## config.mk

```make
export PLATFORM = sky130hd
export DESIGN_NAME = conv2_pool
export DESIGN_NICKNAME = d
export VERILOG_FILES = /design/src/rtl/cnn_pkg.sv /design/src/rtl/conv2_quant.sv /design/src/rtl/conv2_pool.sv
export SDC_FILE = /design/constraint.sdc
export NUM_CORES = 2
export LEC_CHECK = 0
export CORE_MARGIN = 2
export CORE_UTILIZATION = 60
export CTS_CLUSTER_SIZE = 16
export DETAILED_ROUTE_END_ITERATION = 8
export GPL_TIMING_DRIVEN = 1
export PLACE_DENSITY = 0.92
export SLEW_MARGIN = 20
export SYNTH_ARGS = -nofsm -noshare
export SYNTH_HDL_FRONTEND = slang
export SYNTH_HIERARCHICAL = 1
export SYNTH_SLANG_ARGS = --single-unit
```

## constraint.sdc

```tcl
create_clock -name clk -period 13.4 [get_ports clk]
set_input_delay 4.02 -clock clk [delete_from_list [all_inputs] [get_ports clk]]
set_output_delay 4.02 -clock clk [all_outputs]
set_load 0.02 [all_outputs]
```

## src/rtl/cnn_pkg.sv

```systemverilog
// rtl/cnn_pkg.sv - shared constants and FSM state type for the conv2 post-processing stage
package cnn_pkg;

  localparam int ACC_W = 20;
  localparam int SHIFT = 8;
  localparam int CH_N  = 32;
  localparam int Q_MAX = 127;

  typedef enum logic {
    S_IDLE = 1'b0,
    S_SEND = 1'b1
  } pool_state_t;

endpackage

```

## src/rtl/conv2_quant.sv

```systemverilog
// rtl/conv2_quant.sv - ReLU, optional round-half-up, right shift and saturate for one accumulator
// CONV2_POOL_ROUND_EN selects round-half-up; otherwise the shift truncates.
module conv2_quant
  import cnn_pkg::*;
(
  input  logic signed [ACC_W-1:0] acc,
  output logic        [7:0]       q
);

`ifdef CONV2_POOL_ROUND_EN
  localparam logic [ACC_W:0] RND = {{ACC_W{1'b0}}, 1'b1} << (SHIFT - 1);
`else
  localparam logic [ACC_W:0] RND = '0;
`endif

  logic [ACC_W:0] sum;
  logic [ACC_W:0] shifted;

  // One extra bit keeps acc + RND from wrapping; negative inputs never reach the shift result.
  always_comb begin
    sum     = {1'b0, acc} + RND;
    shifted = sum >> SHIFT;
    q       = '0;
    if (acc[ACC_W-1]) begin
      q = '0;
    end else if (shifted > (ACC_W + 1)'(Q_MAX)) begin
      q = 8'(Q_MAX);
    end else begin
      q = shifted[7:0];
    end
  end

endmodule

```

## src/rtl/conv2_pool.sv

```systemverilog
// rtl/conv2_pool.sv - capture an 18x2 accumulator tile, 2x2 max-pool, requantize, stream bytes
// Rounding mode follows CONV2_POOL_ROUND_EN (handled inside conv2_quant).
module conv2_pool
  import cnn_pkg::*;
#(
  parameter int ROWS = 18,
  parameter int COLS = 2
) (
  input  logic                       clk,
  input  logic                       rst_n,
  input  logic                       valid_i,
  input  logic [ROWS*COLS*ACC_W-1:0] data_in,
  output logic                       ready_o,
  output logic                       valid_o,
  input  logic                       ready_i,
  output logic [7:0]                 data_o,
  output logic [3:0]                 row_o,
  output logic [4:0]                 ch_o,
  output logic                       last_o
);

  localparam int         NP       = ROWS / 2;
  localparam logic [3:0] LAST_IDX = 4'(NP - 1);
  localparam logic [4:0] LAST_CH  = 5'(CH_N - 1);

  logic [ROWS*COLS*ACC_W-1:0] cap_buf;
  logic                       cap_full;
  logic [NP-1:0][7:0]         send_buf;
  logic [NP-1:0][7:0]         q_val;
  pool_state_t                state, state_nx;
  logic [3:0]                 idx, idx_nx;
  logic [4:0]                 ch;
  logic                       xfer, last_xfer, load;

  // Max before quantize is exact because quantization is monotone.
  for (genvar k = 0; k < NP; k++) begin : g_pool
    logic signed [ACC_W-1:0] e00, e01, e10, e11, m_top, m_bot, m_all;
    assign e00   = cap_buf[(4*k+0)*ACC_W +: ACC_W];
    assign e01   = cap_buf[(4*k+1)*ACC_W +: ACC_W];
    assign e10   = cap_buf[(4*k+2)*ACC_W +: ACC_W];
    assign e11   = cap_buf[(4*k+3)*ACC_W +: ACC_W];
    assign m_top = (e00 > e01) ? e00 : e01;
    assign m_bot = (e10 > e11) ? e10 : e11;
    assign m_all = (m_top > m_bot) ? m_top : m_bot;

    conv2_quant u_quant (
      .acc (m_all),
      .q   (q_val[k])
    );
  end

  assign ready_o   = !cap_full;
  assign ch_o      = ch;
  assign xfer      = (state == S_SEND) && ready_i;
  assign last_xfer = xfer && (idx == LAST_IDX);
  // Loading on the final transfer lets a queued tile follow with no idle cycle.
  assign load      = cap_full && ((state == S_IDLE) || last_xfer);

  always_comb begin
    state_nx = state;
    idx_nx   = idx;
    case (state)
      S_IDLE: begin
        if (load) begin
          state_nx = S_SEND;
          idx_nx   = '0;
        end
      end
      S_SEND: begin
        if (last_xfer) begin
          state_nx = load ? S_SEND : S_IDLE;
          idx_nx   = '0;
        end else if (xfer) begin
          idx_nx = idx + 4'd1;
        end
      end
      default: begin
        state_nx = S_IDLE;
        idx_nx   = '0;
      end
    endcase

    valid_o = (state == S_SEND);
    data_o  = valid_o ? send_buf[idx] : '0;
    row_o   = idx;
    last_o  = valid_o && (idx == LAST_IDX);
  end

  always_ff @(posedge clk or negedge rst_n) begin
    if (!rst_n) begin
      state    <= S_IDLE;
      idx      <= '0;
      ch       <= '0;
      cap_full <= 1'b0;
      cap_buf  <= '0;
      send_buf <= '0;
    end else begin
      state <= state_nx;
      idx   <= idx_nx;
      if (valid_i && !cap_full) begin
        cap_buf  <= data_in;
        cap_full <= 1'b1;
      end else if (load) begin
        cap_full <= 1'b0;
      end
      if (load) begin
        send_buf <= q_val;
      end
      if (last_xfer) begin
        ch <= (ch == LAST_CH) ? '0 : ch + 5'd1;
      end
    end
  end

endmodule

```

==> Word level (Yosys, flattened, before mapping) <==
Cells that the tools add are included.
{ "word_totals": {"mem_bits_ro": 0, "elab_cells": 125, "register_bits": 803, "memories": 0, "output_inout_bits": 20, "ramBits": 0, "latch_bits": 0} }
{ "classes": {"eq_ne": 4, "n_reduce_logical": 9, "addsub": 2, "n_bitwise": 1, "shifts": 0, "n_div": 0, "magnitude_cmp": 37, "multipliers": 0, "muxes": 58} }
{ "op_table": {"columns": ["op", "count"], "rows": [
  ["greater-than comparator 20 bit", 27],
  ["two-way mux 20 bit", 27],
  ["two-way mux 8 bit", 20],
  ["greater-than comparator 12 x 7 -> 1 bit (second input constant)", 9],
  ["binary-select mux 8 bit (select 4 bit)", 1],
  ["two-way mux 4 bit", 3],
  ["case mux 4 bit (2 select lines)", 1],
  ["adder 5 x 1 -> 5 bit (second input constant)", 1],
  ["== test 5 bit (second input constant)", 1],
  ["logical AND 1 bit", 5],
  ["< comparator 4 x 5 -> 1 bit (second input constant)", 1],
  ["two-way mux 5 bit", 1],
  ["adder 4 x 1 -> 4 bit (second input constant)", 1],
  ["== test 4 bit (second input constant)", 1],
  ["two-way mux 1 bit", 4],
  ["inequality test 3 x 1 -> 1 bit (second input constant)", 1],
  ["inequality test 2 bit (second input constant)", 1],
  ["case mux 1 bit (2 select lines)", 1],
  ["AND reduction 2 bit", 1],
  ["nonzero test 2 bit", 1],
  ["logical NOT 1 bit", 1],
  ["logical OR 1 bit", 1],
  ["NOT 1 bit", 1]
]} }

==> Depth between registers and ports, before layout <==
{ "depth": {"depth_word": 7, "depth_mapped": 23, "ltp_nobuf": 20} }

==> Hierarchy <==
The synthesis kept the hierarchy.
{ "modules_own_cells": {"columns": ["module", "cells_per_inst", "instances", "area_each_um2"], "rows": [
  ["conv2_pool", 7298, 1, 61976.9],
  ["conv2_quant", 17, 9, 93.8]
]} }

==> Least setup slack after synthesis <==
OpenSTA, ideal clock, no wires.
{ "synth_timing": {"kind": "register -> output", "start": "register idx[0], in the netlist row_o[0]", "end": "output port data_o[0]", "stages_incl_launch_ff": 5, "arrival_time_ns": 2.034, "setup_slack_ns": 7.346, "n_path_buf": 1, "cell_sequence": "dfrtp_1 -> buf_1 -> nor4b_1 -> a21oi_1 -> nor2_1"} }
{ "synth_between": {"elab_chain_cells": 3} }
{ "synth_rtl": {"columns": ["element", "line", "rtl"], "rows": [
  ["from (decl)", "conv2_pool.sv:31", "logic [3:0] idx, idx_nx;"],
  ["from (signal assigned)", "conv2_pool.sv:99", "idx <= idx_nx;"],
  ["binary-select mux 8 bit (select 4 bit)", "conv2_pool.sv:84", "data_o = valid_o ? send_buf[idx] : '0;"],
  ["two-way mux 8 bit (implied by the code)", "conv2_pool.sv:84", null],
  ["two-way mux 8 bit", "conv2_pool.sv:84", null],
  ["to (decl)", "conv2_pool.sv:16", "output logic [7:0] data_o,"]
]} }
Every way passes these cells. The select of a mux whose other input is x is not followed.

==> results.toml <==
[critical_path]
cp_max_fo = 83
max_stage_delay_ns = 0.88
crit_chain = "inv_1 > ha_1 > buf_4 > nand4_1 > nor4_1 > nand4_1 > and3_1 > a22oi_1 > nand3_1 > ha_1 > a21o_1 > a221o_1 > nand2_1 > o21ai_1 > or4_1 > o221ai_2 > mux2_2 > nor4_4 > a21oi_1 > mux2_2"
startpoint_type = "register"
critPathArrivalTime_ns = 8.25
end_kind = "register"
slowest_stage = "nand4_1"
crit_required_ns = 13.96
crit_type = "reg -> reg"

[finish]
area_delta_synth_final_pct = 18.4
multiInputGateArea_mm2 = 0.0379
nets = 9037
fin_cells = 9236
seqCellArea_mm2 = 0.0201
post_route_cells_drive_above_1_share = 0.111
n_fill_cell = 7387

[route]
postRouteAntennaNets = 0
routed_wirelength_um = 209000
wire_per_inst_um = 22.7
drcViolationCount = 0
firstDrtPassIters = 8
drt-initial-drc-count = 9014
via_count = 60800
via_per_inst = 6.58

[timing]
fin_crit_sh = 0.574
rsz0062_at_grt = "false"
maxSlewHeadroom = 0.253
whs_ns = 0.505
fin_crit_ns = 7.69
skew_ns = 0.0185
maxSlewViolCount = 0
setup_viol_count_final = 0
tns_ns = 0
final_hold_viol_count = 0
tightest_slew_ns = 1.12
max_freq_mhz = 130

[cts]
cts_sinks = 803
cts_max_level = 3
clock_latency_ns = 0.69
post_cts_buffers = 0
cts_hold_buf = 0
clock-root-buffer = "clkbuf_16"
cts_inserted_buffers = 95
cts_tree = "done"
cts_resized = 0
clock_path_buffers = 3
clkSlewWorstSetupHoldPaths_ns = 0.06

[worst_hold_path]
hp-class = "reg -> reg"

[placed_design]
place.gp.congestion = 1.00
dp_cells = 9038
dp_hpwl_um = 150000
numPortBuffers = 743

[die]
num_io_pins = 744
core_mm2 = 0.102
die_h_um = 326
num_rows = 117
die_x_um = 326
die_area_mm2 = 0.106
initial_core_util = 0.607

[global_routing]
grt_pass1_wl_um = 326000
track_usage = 0.383
grt_pass1_vias = 58600
grt-ovfl-total = 0
grt_max_degree = 210
antenna_found_initial = 32

[synth]
synthCells = 7379
synth_fp_nets = 8647
yosys_warnings = 6
synth.cell_area_mm2 = 0.0620
avgSynthCellArea_um2 = 8.41

[status]
status = "complete, no violations"

[flow_run]
cap_violations = 0
-- worst paths after layout --
kind,from,endpoint,slack (ns),cells past startpoint
max in group asynchronous,rst_n,cap_buf[594]$_DFFE_PN0P_,7.86,3
worst max register to register,cap_buf[119]$_DFFE_PN0P_,send_buf[11]$_DFFE_PN0P_,5.71,20
worst min register to register,send_buf[47]$_DFFE_PN0P_,send_buf[47]$_DFFE_PN0P_,0.51,1
min in group asynchronous,rst_n,cap_buf[204]$_DFFE_PN0P_,3.38,1
worst max-delay path,cap_buf[119]$_DFFE_PN0P_,send_buf[11]$_DFFE_PN0P_,5.71,20
worst min-delay path,send_buf[47]$_DFFE_PN0P_,send_buf[47]$_DFFE_PN0P_,0.51,1
-- final cells by class --
type	count	share of cell area
diodes	22	0.000750
clock buffers	141	0.0397
clock inverters	33	0.00637
inverters	627	0.0321
multi-input cells	5441	0.516
flip-flops and latches	803	0.274
well taps	1368	0.0233
repair buffers	801	0.108
-- placed cells by master, fill, tap and decap left out, types with 60 or more instances in the layout --
cell type,instances
a21o_1,60
a21oi_1,318
a22oi_1,272
and3_1,539
clkbuf_16,99
clkdlybuf4s50_1,742
dfrtp_1,803
ha_1,535
inv_1,626
mux2_2,553
nand2_1,494
nand3_1,319
nand4_1,145
nor2_1,354
nor2b_1,322
o21ai_0,992
-- routing by layer --
layer / global-route usage / vias to the layer above / share of wire
li1: - / 27000 / -
met2: 0.588 / 3862 / 0.44
met4: 0.258 / 16 / 0.079
met3: 0.0775 / 901 / 0.10
met5: 0 / - / 0.00050
met1: 0.490 / 29000 / 0.37
-- metrics by stage --
step,instance area [um2],setup WS (ns),utilization
2_1_floorplan,62000,7.35,-
6_report,73400,5.71,0.719
4_1_cts,73300,5.67,0.717
3_3_place_gp,69900,6.01,0.684
3_5_place_dp,69900,5.71,0.684
5_1_grt,73400,5.37,0.719
-- critical path, delay by kind of cell, from the launching register on --
kind | cells | cell delay [ns]
compound gates | 6 | 1.50
mux | 2 | 0.71
buf+inv | 2 | 0.63
simple gates | 8 | 3.66
fa+ha+maj | 2 | 0.65
flops | 1 | 0.37
-- registers in the layout, indices dropped and copies added (netlist names) --
signal,count
cap_buf,720
cap_full,1
valid_o,1
ch_o,5
send_buf,72
row_o,4
Power is left out: the tool's default activity adds up to more than one toggle a clock period on the data nets, which glitch-free logic cannot reach.
